`src/rtl/ahbl_to_apb.sv`:
```
// ahbl_to_apb: AHB-Lite slave to APB master bridge, one outstanding transfer.
// Optional macro AHBL_TO_APB_PSLVERR_EN maps APB slave errors onto a two-cycle AHB ERROR response.
module ahbl_to_apb #(
  parameter int W_HADDR = 32,
  parameter int W_PADDR = 16,
  parameter int W_DATA  = 32
) (
  input  logic               clk,
  input  logic               rst_n,
  input  logic               ahbls_hready,
  output logic               ahbls_hready_resp,
  output logic               ahbls_hresp,
  input  logic [W_HADDR-1:0] ahbls_haddr,
  input  logic               ahbls_hwrite,
  input  logic [1:0]         ahbls_htrans,
  input  logic [2:0]         ahbls_hsize,
  input  logic [2:0]         ahbls_hburst,
  input  logic [3:0]         ahbls_hprot,
  input  logic               ahbls_hmastlock,
  input  logic [W_DATA-1:0]  ahbls_hwdata,
  output logic [W_DATA-1:0]  ahbls_hrdata,
  output logic [W_PADDR-1:0] apbm_paddr,
  output logic               apbm_psel,
  output logic               apbm_penable,
  output logic               apbm_pwrite,
  output logic [W_DATA-1:0]  apbm_pwdata,
  input  logic [W_DATA-1:0]  apbm_prdata,
  input  logic               apbm_pready,
  input  logic               apbm_pslverr
);

  typedef enum logic [2:0] {
    S_IDLE    = 3'd0,
    S_WR_WAIT = 3'd1,
    S_SETUP   = 3'd2,
    S_ACCESS  = 3'd3,
    S_ERR0    = 3'd4,
    S_ERR1    = 3'd5
  } state_t;

  state_t             state_q, state_d;
  logic [W_PADDR-1:0] paddr_q, paddr_d;
  logic               pwrite_q, pwrite_d;
  logic [W_DATA-1:0]  pwdata_q, pwdata_d;
  logic               accept_s;
  logic               slverr_s;
  logic               done_s;
  logic               unused_s;

  assign accept_s = ahbls_hready & ahbls_htrans[1];

`ifdef AHBL_TO_APB_PSLVERR_EN
  assign slverr_s    = apbm_pslverr;
  assign ahbls_hresp = (state_q == S_ERR0) || (state_q == S_ERR1);
  assign unused_s    = ^{ahbls_hsize, ahbls_hburst, ahbls_hprot, ahbls_hmastlock,
                         ahbls_haddr, ahbls_htrans[0]};
`else
  assign slverr_s    = 1'b0;
  assign ahbls_hresp = 1'b0;
  assign unused_s    = ^{ahbls_hsize, ahbls_hburst, ahbls_hprot, ahbls_hmastlock,
                         ahbls_haddr, ahbls_htrans[0], apbm_pslverr};
`endif

  // Next-state and address/data capture; done_s marks a cycle that can take a new address phase.
  always_comb begin
    state_d  = state_q;
    paddr_d  = paddr_q;
    pwrite_d = pwrite_q;
    pwdata_d = pwdata_q;
    done_s   = 1'b0;
    case (state_q)
      S_IDLE:    done_s = 1'b1;
      S_ERR1:    done_s = 1'b1;
      S_WR_WAIT: begin
        pwdata_d = ahbls_hwdata;
        state_d  = S_SETUP;
      end
      S_SETUP:   state_d = S_ACCESS;
      S_ACCESS: begin
        if (apbm_pready && slverr_s) begin
          state_d = S_ERR0;
        end else if (apbm_pready) begin
          done_s = 1'b1;
        end else begin
          state_d = S_ACCESS;
        end
      end
      S_ERR0:    state_d = S_ERR1;
      default:   state_d = S_IDLE;
    endcase
    // Accepting in the completing cycle chains the next transfer without an IDLE gap.
    if (done_s) begin
      if (accept_s) begin
        paddr_d  = ahbls_haddr[W_PADDR-1:0];
        pwrite_d = ahbls_hwrite;
        state_d  = ahbls_hwrite ? S_WR_WAIT : S_SETUP;
      end else begin
        state_d = S_IDLE;
      end
    end else begin
      state_d = state_d;
    end
  end

  // State and APB request registers; reset aborts any transfer in flight.
  always_ff @(posedge clk or negedge rst_n) begin
    if (!rst_n) begin
      state_q  <= S_IDLE;
      paddr_q  <= '0;
      pwrite_q <= 1'b0;
      pwdata_q <= '0;
    end else begin
      state_q  <= state_d;
      paddr_q  <= paddr_d;
      pwrite_q <= pwrite_d;
      pwdata_q <= pwdata_d;
    end
  end

  assign ahbls_hready_resp = done_s;
  assign ahbls_hrdata      = apbm_prdata;
  assign apbm_psel         = (state_q == S_SETUP) || (state_q == S_ACCESS);
  assign apbm_penable      = (state_q == S_ACCESS);
  assign apbm_paddr        = paddr_q;
  assign apbm_pwrite       = pwrite_q;
  assign apbm_pwdata       = pwdata_q;

endmodule

```
`config.mk`:
```
export PLATFORM = sky130hd
export DESIGN_NAME = ahbl_to_apb
export DESIGN_NICKNAME = d
export VERILOG_FILES = /design/src/rtl/ahbl_to_apb.sv
export SDC_FILE = /design/constraint.sdc
export NUM_CORES = 1
export LEC_CHECK = 0
export CORE_ASPECT_RATIO = 0.6
export CORE_MARGIN = 3
export CORE_UTILIZATION = 29
export CTS_BUF_LIST = sky130_fd_sc_hd__clkbuf_4
export CTS_CLUSTER_DIAMETER = 120
export DETAILED_ROUTE_END_ITERATION = 16
export PLACE_DENSITY = 0.75
export REMOVE_ABC_BUFFERS = 1
export SETUP_SLACK_MARGIN = 0.02
export SLEW_MARGIN = 40
export SYNTH_ARGS = -nofsm -noshare
export SYNTH_HDL_FRONTEND = slang
export SYNTH_SLANG_ARGS = --single-unit
```
`constraint.sdc`:
```
create_clock -name clk -period 1.7 [get_ports clk]
set_clock_uncertainty 0.15 [all_clocks]
set_input_delay 0.51 -clock clk [delete_from_list [all_inputs] [get_ports clk]]
set_output_delay 0.51 -clock clk [all_outputs]
set_load 0.005 [all_outputs]
```
==> results.txt, run 1 <==
The run finished, with violations left. The final reports fail on negative setup slack. In this run the cell area measured after placement is 3330 µm². Clock tree synthesis found a total of 52 sinks. The worst setup path is launched from a flop. For the initial cell density of the core, the log shows 0.307. The startpoint of the worst register-to-register path was state_q[2]. The relative area change from synthesis to final layout is 59.4%.

The share of the clock period used by the worst path after layout is 1.16, and the sum of net half-perimeters after detailed placement is 5.02 mm. The core footprint was 7480 µm²; the share of cells above drive strength 1 was 0.581. The clock-pin slew on the worst setup and hold paths is 0.14 ns, and the cell area after synthesis is 2290 µm². IR analysis of the VDD net gives a maximum drop of 0.656 mV. The number of buffers added on ports is 105, and the per-cell routed wire length is 19.7 µm. For the gate count of the mapped netlist, the log shows 157. The critical path in this run is classified as flop to output port.

The later pin in the worst-skew pair is clocked with a latency of 0.36 ns. The maximum clock path buffer count is 2. Dividing the detail-routed via count by the number of cells gives 4.37.

The tools report the number of nets with antenna violations after detailed routing as 0. In this run the critical register-to-register path is captured at apbm_paddr[15]. The final-report hold violation count is 0, and the synthesized area divided by synthesized cell count is 14.6 µm². For this design the ratio of total power to cell area is 1700 nW/µm². By area the synthesized netlist is led by sky130_fd_sc_hd__dfrtp_1 (57%), sky130_fd_sc_hd__mux2_2 (20%), sky130_fd_sc_hd__buf_4 (11%). Global routing finished with a remaining overflow of 0.

The portion of the post-synthesis area used by sequential elements is 0.568. Launch point of the worst hold path: apbm_pwdata[10]. Setup repair after global routing could not meet its margin everywhere. For the final setup slack of the worst path, the log shows -0.273 ns. Adding up every negative setup slack in the final design gives -5.20 ns.

The switching share of power came out at 0.292. The proportion of register bits with asynchronous set or reset after synthesis was 1.00; the area share of the largest cell type after synthesis was 0.568. The worst register-to-register path has a setup slack of -0.14 ns. The number of synthesized flops with an enable pin was 0; the final routed DRC violation total was 0.

The logs give 52 for the number of setup violations in the final report and 24 for the standard-cell row count. The run gives 1.31 ns as the arrival time reported for the critical path endpoint. The total number of H-tree levels is 2, and the total routing usage reported by global routing is 0.167. The synthesized design spends more area on one cell type than any other, namely sky130_fd_sc_hd__dfrtp_1. The width of the chip works out to 121 µm. For the total via count after detailed routing, the log shows 1672. In this run the worst hold path is classified as flop to flop. The worst setup path is captured at an output port. Number of global-route vias before repair: 1832.

The die is 74.9 µm tall. The number of antenna diodes in the final layout is 0. The worst setup slack after placement came out at -0.730 ns. In the synthesized netlist the dominant register cell turns out to be sky130_fd_sc_hd__dfrtp_1. The run gives 0 as the number of violations of the max-capacitance limit. The initial antenna violation count was 0. TritonCTS built the clock tree. The final-report max-slew violation count is 0, and the reported leakage power is 0.00175 µW. For the sequential share of power, the log shows 0.353. The length of the first detailed-routing pass in iterations was 2; the depth of the worst register-to-register path was 5.

The post-synthesis cell type count was 22. Yosys printed 0 warnings. The routed wire length was 7.53 mm. The synthesized design contains 52 register bits. The first routing iteration left 39 violations.

The weighted congestion reported at the end of routability-driven placement was 0.646; the number of top-level pins was 200. With fillers left out, the area of the finished cells amounts to 3650 µm². The logs give 0.556 for the combinational share of power and 6220 µW for the total power draw. Entering global routing, the biggest net connects 29 pins. The tree is rooted in a sky130_fd_sc_hd__clkbuf_4. The total CTS buffers was 5; the worst hold path cell count was 1. For the net total in the final layout, the log shows 393. The worst hold path terminates at apbm_pwdata[10]. The worst path needs 1.97 ns of the cycle, external delays included. The area of the die came out at 9040 µm². The net switching power figure came out at 1820 µW.

The internal power came out at 4400 µW. The power share of the clock group is 0.090. The highest attainable clock frequency is 507 MHz, and the first-pass GRT wire length is 10.9 mm. STA puts the critical path data required time at 1.04 ns.

The highest fanout seen on the critical path is 4.
-- final cells by class --
class                      instances  area [µm²]
multi-input combinational         66         891
timing repair buffer             152        1270
sequential                        52        1300
inverter                           1        3.75
fill                             680        3820
clock buffer                       7        52.6
tap                              104         130
clock inverter                     1        3.75
-- layer usage --
metal	vias to the layer above	part of all wire	global-route usage
met2	109	0.37	0.205
li1	743	-	-
met3	2	0.15	0.120
met1	818	0.48	0.231
met4	0	0.0016	0.0264
met5	-	0	0.0469
-- metrics by stage --
step	instances	hold slack (ns)	utilization
6_report	383	0.377	0.489
5_1_grt	383	0.400	0.489
4_1_cts	368	0.378	0.501
3_5_place_dp	341	0.343	0.445
3_3_place_gp	341	0.338	0.445
2_1_floorplan	119	0.0644	-
-- what timing repair did --
action	CTS	global route
pin swaps	4	2
hold endpoints to repair	52	0
hold buffers	1	0
gates cloned	4	0
resized for setup	204	39
endpoints found under the setup margin	103	89
buffers inserted	16	19
-- logic make-up (layout without fill, tap and decap cells) --
kind of cell,after synthesis,in the layout,share of synthesized area
buf+inv,39,161,0.123
simple gates,11,11,0.0306
other cells,1,1,0.00164
mux,49,49,0.254
xor+xnor,1,1,0.00382
flops,52,52,0.568
compound gates,4,4,0.0191
-- power groups by stage --
stage,sequential [µW],combinational (µW),clock (µW)
floorplan,2250,990,0
global placement,2180,2810,0
detailed placement,2220,2840,0
CTS,2190,3450,609
global route,2280,3710,652
finish,2200,3460,563
-- flip-flops by register name, indices dropped and copies added (netlist names) --
name         flops
state_q          3
apbm_pwrite      1
apbm_paddr      16
apbm_pwdata     32
-- synthesized netlist by cell type, types with 3 or more instances --
cell / n
sky130_fd_sc_hd__buf_4: 33
sky130_fd_sc_hd__nor2_1: 3
sky130_fd_sc_hd__mux2_4: 8
sky130_fd_sc_hd__dfrtp_1: 52
sky130_fd_sc_hd__mux2_2: 41
sky130_fd_sc_hd__buf_2: 4
-- placed cells by master, fill, tap and decap left out, types with 3 or more instances in the layout --
master,synthesis,final
sky130_fd_sc_hd__buf_6,1,12
sky130_fd_sc_hd__clkbuf_4,0,7
sky130_fd_sc_hd__mux2_4,8,49
sky130_fd_sc_hd__buf_2,4,17
sky130_fd_sc_hd__clkbuf_2,0,34
sky130_fd_sc_hd__buf_4,33,31
sky130_fd_sc_hd__buf_16,0,3
sky130_fd_sc_hd__nor2_1,3,3
sky130_fd_sc_hd__clkdlybuf4s50_1,0,51
sky130_fd_sc_hd__dfrtp_1,52,51
-- critical path, stage by stage, from the launching register on --
cell	delay (ns)
sky130_fd_sc_hd__dfrtp_2	0.48
sky130_fd_sc_hd__nand4b_1	0.22
sky130_fd_sc_hd__o21ai_1	0.12
sky130_fd_sc_hd__buf_2	0.14
-- how the worst max path moves through the flow --
stage,start,end,slack [ns],cells after the start
floorplan,state_q[1],apbm_pwdata[0],-0.75,2
global placement,apbm_pready,ahbls_hready_resp,-0.71,4
detailed placement,apbm_pready,ahbls_hready_resp,-0.73,4
CTS,state_q[2],ahbls_hready_resp,-0.28,3
global route,state_q[2],ahbls_hready_resp,-0.38,3
finish,state_q[2],ahbls_hready_resp,-0.27,3
Power figures use the tool's default switching activity.
==> run 2, diff against run 1 <==
--- a/config.mk
+++ b/config.mk
@@ -7,11 +7,11 @@
 export LEC_CHECK = 0
 export CORE_ASPECT_RATIO = 0.6
 export CORE_MARGIN = 3
-export CORE_UTILIZATION = 29
+export CORE_UTILIZATION = 32
 export CTS_BUF_LIST = sky130_fd_sc_hd__clkbuf_4
 export CTS_CLUSTER_DIAMETER = 120
 export DETAILED_ROUTE_END_ITERATION = 16
-export PLACE_DENSITY = 0.75
+export PLACE_DENSITY = 0.79
 export REMOVE_ABC_BUFFERS = 1
 export SETUP_SLACK_MARGIN = 0.02
 export SLEW_MARGIN = 40
==> constraint.sdc (replaced) <==
create_clock -name clk -period 2 [get_ports clk]
set_clock_uncertainty 0.15 [all_clocks]
set_input_delay 0.6 -clock clk [delete_from_list [all_inputs] [get_ports clk]]
set_output_delay 0.6 -clock clk [all_outputs]
set_load 0.005 [all_outputs]
==> results.txt, run 2 (synthesis gave the netlist of run 1 again) <==
The run finished, with violations left. The checks that failed: negative setup slack. Traced cell by cell, the critical path runs through nand4b_1 -> o21ai_2 -> buf_2.

The relative area change from synthesis to final layout was 46.9%; the core footprint was 6820 µm² (-8.8%). Width of the chip: 115 µm (-4.6%). For the number of violations of the max-capacitance limit, the log shows 0 (unchanged). The slew at the pin with the worst max-slew slack was 0.619 ns. The length of the first detailed-routing pass in iterations is 4 (+2), and the initial antenna violation count is 0 (unchanged). The data required time at the worst endpoint came out at 1.25 ns (+0.21 ns). The number of filler instances in the final layout is 628 (-7.6%). Among all stages on the critical path, the largest delay is contributed by sky130_fd_sc_hd__dfrtp_1.

The flip-flop count of the largest register after layout came out at 32 (unchanged). Height of the die: 71.6 µm (-4.4%). The worst min-delay path class is primary input to asynchronous set/reset pin. The first-pass GRT wire length is 9.67 mm (-11%), and the number of buffers added to fix hold violations after cts is 0 (-1). For the number of setup violations in the final report, the log shows 1 (-98%). The most frequent standard cell in the layout excluding fill and tap cells is sky130_fd_sc_hd__dfrtp_1.

The power per cell area is 1320 nW/µm² (-22%), and the maximum number of pins on one net before global-route repair is 33 (+14%). For the total CTS buffers, the log shows 5 (unchanged). The clock net sink count was 52 (unchanged); the largest voltage drop on the vdd net was 0.523 mV (-20%).

The final-report hold violation count was 0 (unchanged). Number of nets with antenna violations after detailed routing: 0 (unchanged). The clock latency of the later-clocked register in the worst-skew pair was 0.35 ns (about the same); the worst slew slack as a fraction of its limit was 0.587. The highest attainable clock frequency came out at 488 MHz. The worst hold slack was 0.0829 ns (-0.294 ns); the starting DRC count in detailed routing was 53 (+36%).

The run gives 0.14 ns (+0.28 ns) as the setup slack on the worst flop-to-flop path. The worst setup path is of the flop to output port kind. For the combinational share of power, the log shows 0.486 (-0.070).

The top cell types in the final layout, fill and taps aside, are sky130_fd_sc_hd__dfrtp_1 (52), sky130_fd_sc_hd__clkdlybuf4s50_1 (51), sky130_fd_sc_hd__dlygate4sd2_1 (50), sky130_fd_sc_hd__mux2_2 (41), sky130_fd_sc_hd__buf_4 (17). The tools report the worst setup slack after placement as -0.659 ns (+0.0708 ns). The total via count after detailed routing is 1556 (-6.9%), and the final routed DRC violation total is 0 (unchanged).

For the internal power, the log shows 3190 µW (-28%). The cell at the root of the clock tree was sky130_fd_sc_hd__clkbuf_4. Setup repair after global routing could not meet its margin everywhere. The final setup slack of the worst path was -0.0475 ns (+0.226 ns); the share of the clock period used by the worst path after layout was 1.02.

The run gives 1.30 ns (about the same) as the arrival time reported for the critical path endpoint. For the sum of net half-perimeters after detailed placement, the log shows 5.02 mm (about the same). The net total in the final layout is 367 (-6.6%).

The final-report max-slew violation count came out at 0 (unchanged). The peak per-stage delay on the critical path works out to 0.45 ns (-0.03 ns). TritonCTS built the clock tree. The clock-pin slew on the worst setup and hold paths is 0.14 ns (about the same).

Reported leakage power: 0.00152 µW (-13%). The logs give 6.40 mm (-15%) for the routed wire length and 0.159 (-0.00780) for the total routing usage reported by global routing. The logs give 0 (unchanged) for the total congestion overflow and 0.107 (+0.017) for the power share of the clock group.

The run gives 200 (unchanged) as the number of top-level pins. Maximum clock path buffer count: 2 (unchanged). The net switching power figure is 1270 µW (-30%). The area of the die came out at 8250 µm² (-8.8%).

Subtracting the final worst setup slack from the clock period gives 2.05 ns. For the initial cell density of the core, the log shows 0.336 (+0.0295). The standard-cell row count was 23 (-4.2%).

Share of cells above drive strength 1: 0.344 (-0.237). The switching share of power works out to 0.286 (-0.00643). Nature of the critical path endpoint: an output port.

The total number of H-tree levels is 2 (unchanged), and the highest fanout seen on the critical path is 4 (unchanged). The number of buffers added on ports was 105 (unchanged). The per-cell routed wire length was 18.8 µm (-4.6%).

The post-detailed-route via-to-cell ratio was 4.56 (+4.5%). The logs give 0.407 (+0.054) for the sequential share of power and 0.765 (+18%) for the weighted congestion reported at the end of routability-driven placement. The number of global-route vias before repair was 1775 (-3.1%). Kind of launch point of the worst setup path: a flop.
[run 2: changes by cell type in the layout (fill, tap and decap cells not counted), moves of 14 or more]
cell                            delta
sky130_fd_sc_hd__clkbuf_2         -34
sky130_fd_sc_hd__dlygate4sd2_1    +49
sky130_fd_sc_hd__mux2_4           -41
sky130_fd_sc_hd__buf_4            -14
sky130_fd_sc_hd__buf_2            -14
sky130_fd_sc_hd__mux2_2           +41
[run 2: final timing paths]
kind,start,end,cells past startpoint
worst max-delay path,state_q[2],ahbls_hready_resp,3
worst min-delay path,rst_n,apbm_paddr[9],1
worst max register to register,state_q[2],apbm_paddr[2],5
worst min register to register,apbm_paddr[7],apbm_paddr[7],1
max in group asynchronous,rst_n,apbm_pwdata[4],2
min in group clk,apbm_paddr[7],apbm_paddr[7],1
[run 2: cell type report]
class	instances	area, µm²	share of cell area
sequential	52	1300	0.386
timing repair buffer	126	1170	0.349
multi-input combinational	66	721	0.214
tap	87	109	0.0323
clock buffer	7	52.6	0.0156
clock inverter	1	3.75	0.00111
inverter	1	3.75	0.00111
antenna	1	2.50	0.000743
[run 2: stage by stage]
stage          instance area (µm²)  cells  setup TNS, ns  total power (µW)   util
6_report                      3370    341        -0.0475              4460  0.494
4_1_cts                       3360    340        -0.0512              4530  0.492
5_1_grt                       3360    340         -0.189              4800  0.493
3_5_place_dp                  3300    323          -6.68              4290  0.484
2_1_floorplan                 2010    119         -14.52              2750      -
3_3_place_gp                  3300    323          -6.15              4230  0.484
[run 2: routing by layer]
metal,global-route usage,routed length [µm],up-vias
met5,0.0727,38,-
li1,-,-,694
met3,0.136,1130,4
met1,0.203,2800,742
met4,0.0234,13,2
met2,0.201,2420,114
[run 2: what timing repair did]
item	CTS	global route
gates resized for setup	66	1
setup endpoints to repair	52	3
cloned	0	0
pin swaps	0	1
setup buffers	9	0
[run 2: power by group through the flow]
stage	Sequential, µW	Combinational [µW]	Clock (µW)
after floorplan	1910	841	0
after CTS	1830	2200	513
after global placement	1850	2380	0
final	1820	2170	477
after global routing	1900	2350	546
after detailed placement	1880	2410	0
[run 2: critical path: cells and delay by family, from the launching register on]
family                 cells  cell delay [ns]
flip-flops                 1             0.45
AND/OR/NAND/NOR            1             0.25
buffers and inverters      1             0.14
AO/OA/AOI/OAI              1             0.10
==> run 3, diff against run 2 <==
--- a/config.mk
+++ b/config.mk
@@ -7,14 +7,14 @@
 export LEC_CHECK = 0
 export CORE_ASPECT_RATIO = 0.6
 export CORE_MARGIN = 3
-export CORE_UTILIZATION = 32
+export CORE_UTILIZATION = 35
 export CTS_BUF_LIST = sky130_fd_sc_hd__clkbuf_4
 export CTS_CLUSTER_DIAMETER = 120
 export DETAILED_ROUTE_END_ITERATION = 16
-export PLACE_DENSITY = 0.79
+export PLACE_DENSITY = 0.85
 export REMOVE_ABC_BUFFERS = 1
 export SETUP_SLACK_MARGIN = 0.02
-export SLEW_MARGIN = 40
 export SYNTH_ARGS = -nofsm -noshare
 export SYNTH_HDL_FRONTEND = slang
 export SYNTH_SLANG_ARGS = --single-unit
+export TNS_END_PERCENT = 20
==> constraint.sdc (replaced) <==
create_clock -name clk -period 2.5 [get_ports clk]
set_clock_uncertainty 0.15 [all_clocks]
set_input_delay 0.75 -clock clk [delete_from_list [all_inputs] [get_ports clk]]
set_output_delay 0.75 -clock clk [all_outputs]
set_load 0.005 [all_outputs]
==> results.txt, run 3 (synthesis gave the netlist of run 1 again) <==
The tools report the sum of net half-perimeters after detailed placement as 4.91 mm (-2.1%). The relative area change from synthesis to final layout came out at 46.6%. The final-report hold violation count was 0 (unchanged).

The per-cell routed wire length works out to 19.4 µm (+3.5%). The switching share of power is 0.273 (-0.0130). The worst register-to-register path begins at state_q[2].

The total instance count after detailed placement is 316 (-2.2%), and the final setup slack of the worst path is 0.172 ns (+0.219 ns). The total buffers and inverters traversed by the critical path was 2 (+1). The number of buffers added on ports works out to 105 (unchanged). TritonCTS built the clock tree.

The total CTS buffers was 5 (unchanged); the number of setup violations in the final report was 0 (-1). The slew at the pin with the worst max-slew slack is 0.598 ns (-0.0206 ns). The tightest min-delay check is of the primary input to asynchronous set/reset pin type.

The arrival time reported for the critical path endpoint is 1.43 ns (+0.13 ns). The routed wire length was 6.35 mm (-0.78%); the final-report max-slew violation count was 0 (unchanged). The net switching power figure is 1020 µW (-20%), and the maximum clock path buffer count is 2 (unchanged).

The largest individual stage delay along the critical path comes from the cell sky130_fd_sc_hd__dfrtp_2. The peak per-stage delay on the critical path works out to 0.45 ns (about the same). The first-pass GRT wire length is 9.47 mm (-2.1%). The clock net sink count is 52 (unchanged), and the initial cell density of the core is 0.368 (+0.0324). The total via count after detailed routing was 1528 (-1.8%); the clock latency of the later-clocked register in the worst-skew pair was 0.34 ns (about the same).

The data required time at the worst endpoint is 1.60 ns (+0.35 ns). The kind of cell adding the most delay to the critical path was flip-flops. The power share of the clock group was 0.096 (-0.011). The number of global-route vias before repair was 1676 (-5.6%); the total congestion overflow was 0 (unchanged). The share of the clock period used by the worst path after layout was 0.931. The number of filler instances in the final layout was 532 (-15%).

Setup repair after global routing left no endpoint under its margin. The number of diodes added for antenna fixing came out at 0 (-1). Clock tree synthesis selected as its root buffer the cell sky130_fd_sc_hd__clkbuf_4. The logs give 0.00141 µW (-6.9%) for the reported leakage power and 358 (-2.5%) for the net total in the final layout. The post-detailed-route via-to-cell ratio was 4.67 (+2.4%). The logs give 6220 µm² (-8.8%) for the core footprint and 200 (unchanged) for the number of top-level pins. The tools report the nature of the critical path endpoint as an output port.

The clock-pin slew on the worst setup and hold paths was 0.14 ns (about the same). The run gives 2 (unchanged) as the total number of H-tree levels. For the combinational share of power, the log shows 0.511 (+0.025). The maximum number of pins on one net before global-route repair is 33 (unchanged), and the worst setup slack after placement is -0.416 ns (+0.243 ns). The highest fanout seen on the critical path is 5 (+1). The tools report the internal power as 2730 µW (-14%). The logs give 0.169 (+0.00956) for the total routing usage reported by global routing and 0.601 (+0.0138) for the worst slew slack as a fraction of its limit. STA classifies the critical path startpoint as a flop. The tools report the initial antenna violation count as 0 (unchanged).

The height of the die is 68.7 µm (-4.0%), and the power per cell area is 1120 nW/µm² (-16%). The run gives 0 (unchanged) as the final routed DRC violation total. The critical path starts at state_q[2]. The final standard cell count with taps included and fillers excluded is 327 (-4.1%). The most frequent standard cell in the layout excluding fill and tap cells was sky130_fd_sc_hd__clkdlybuf4s50_1. In the layout the commonest cells are sky130_fd_sc_hd__clkdlybuf4s50_1 (100), sky130_fd_sc_hd__dfrtp_1 (50), sky130_fd_sc_hd__mux2_2 (41), sky130_fd_sc_hd__buf_4 (10), sky130_fd_sc_hd__mux2_4 (8).

The flip-flop count of the largest register after layout came out at 32 (unchanged). The number of nets with antenna violations after detailed routing came out at 0 (unchanged). After layout, the minimum clock period comes to 2.33 ns. The width of the chip was 110 µm (-4.2%); the starting DRC count in detailed routing was 38 (-28%). The logs give 4 (unchanged) for the length of the first detailed-routing pass in iterations and 0.691 (-9.7%) for the weighted congestion reported at the end of routability-driven placement. The run finished with clean final reports. For the area of the die, the log shows 7590 µm² (-8.0%).

The sequential share of power came out at 0.394 (-0.013). Share of cells above drive strength 1: 0.325 (-0.0188). The run gives 0.456 mV (-13%) as the largest voltage drop on the vdd net. The number of violations of the max-capacitance limit was 0 (unchanged). Walking the worst path, the cells encountered are buf_4 -> xor2_2 -> o21ai_2 -> buf_2. The standard-cell row count came out at 22 (-4.3%).

Derived from the worst setup path, the maximum achievable clock frequency is 430 MHz. The type of the worst setup path is flop to output port.
## run 3: changes by cell type in the layout (fill, tap and decap cells not counted), moves of 2 or more
cell and change:
sky130_fd_sc_hd__buf_4 -7, sky130_fd_sc_hd__dfrtp_2 +2, sky130_fd_sc_hd__dlygate4sd2_1 -50, sky130_fd_sc_hd__clkdlybuf4s50_1 +49, sky130_fd_sc_hd__dlymetal6s2s_1 +3, sky130_fd_sc_hd__dfrtp_1 -2
sky130_fd_sc_hd__buf_6 -2
## run 3: final cells by class
type	count	area, µm²	share of cell area
inverters	1	3.75	0.00112
repair buffers	117	1160	0.346
multi-input cells	66	733	0.218
clock inverters	1	5.00	0.00149
clock buffers	6	45.0	0.0134
well taps	84	105	0.0313
flip-flops and latches	52	1300	0.388
## run 3: power by group through the flow
stage	logic (µW)	registers (µW)	clock network (µW)
global placement	1850	1480	0
CTS	1930	1480	382
floorplan	673	1530	0
detailed placement	1890	1510	0
finish	1920	1480	359
global route	2050	1540	422
## run 3: layer usage
| metal | vias to the layer above | share of wire | GRT usage | routed length [µm] |
|---|---|---|---|---|
| met5 | - | 0.0098 | 0.0867 | 62 |
| met4 | 2 | 0.0019 | 0.0323 | 12 |
| met3 | 4 | 0.17 | 0.140 | 1070 |
| met2 | 123 | 0.37 | 0.214 | 2360 |
| met1 | 730 | 0.45 | 0.209 | 2850 |
| li1 | 669 | - | - | - |
## run 3: worst paths after layout
kind                                     end  slack, ns  cells past startpoint
max in group asynchronous    apbm_pwdata[25]       1.35                      2
max reg2reg                    apbm_paddr[3]       0.51                      6
max                        ahbls_hready_resp       0.17                      4
min reg2reg                   apbm_pwdata[5]       0.37                      1
min                           apbm_paddr[10]       0.24                      1
min in group clk              apbm_pwdata[5]       0.37                      1
## run 3: repair_timing
item / 4_1_cts / 5_1_grt
endpoints found under the setup margin: 3 / 3
setup buffers: 4 / 0
gates resized for setup: 8 / 6
hold buffers: 0 / 0
pin swaps: 0 / 0
## run 3: stage by stage
step	area [µm²]	power, µW	TNS (ns)	utilization	hold slack (ns)
floorplan	2010	2200	0	-	0.304
global placement	3260	3330	-0.394	0.523	0.338
CTS	3340	3800	0	0.536	0.238
finish	3360	3750	0	0.540	0.240
global route	3360	4010	0	0.540	0.244
detailed placement	3260	3390	-0.511	0.523	0.343
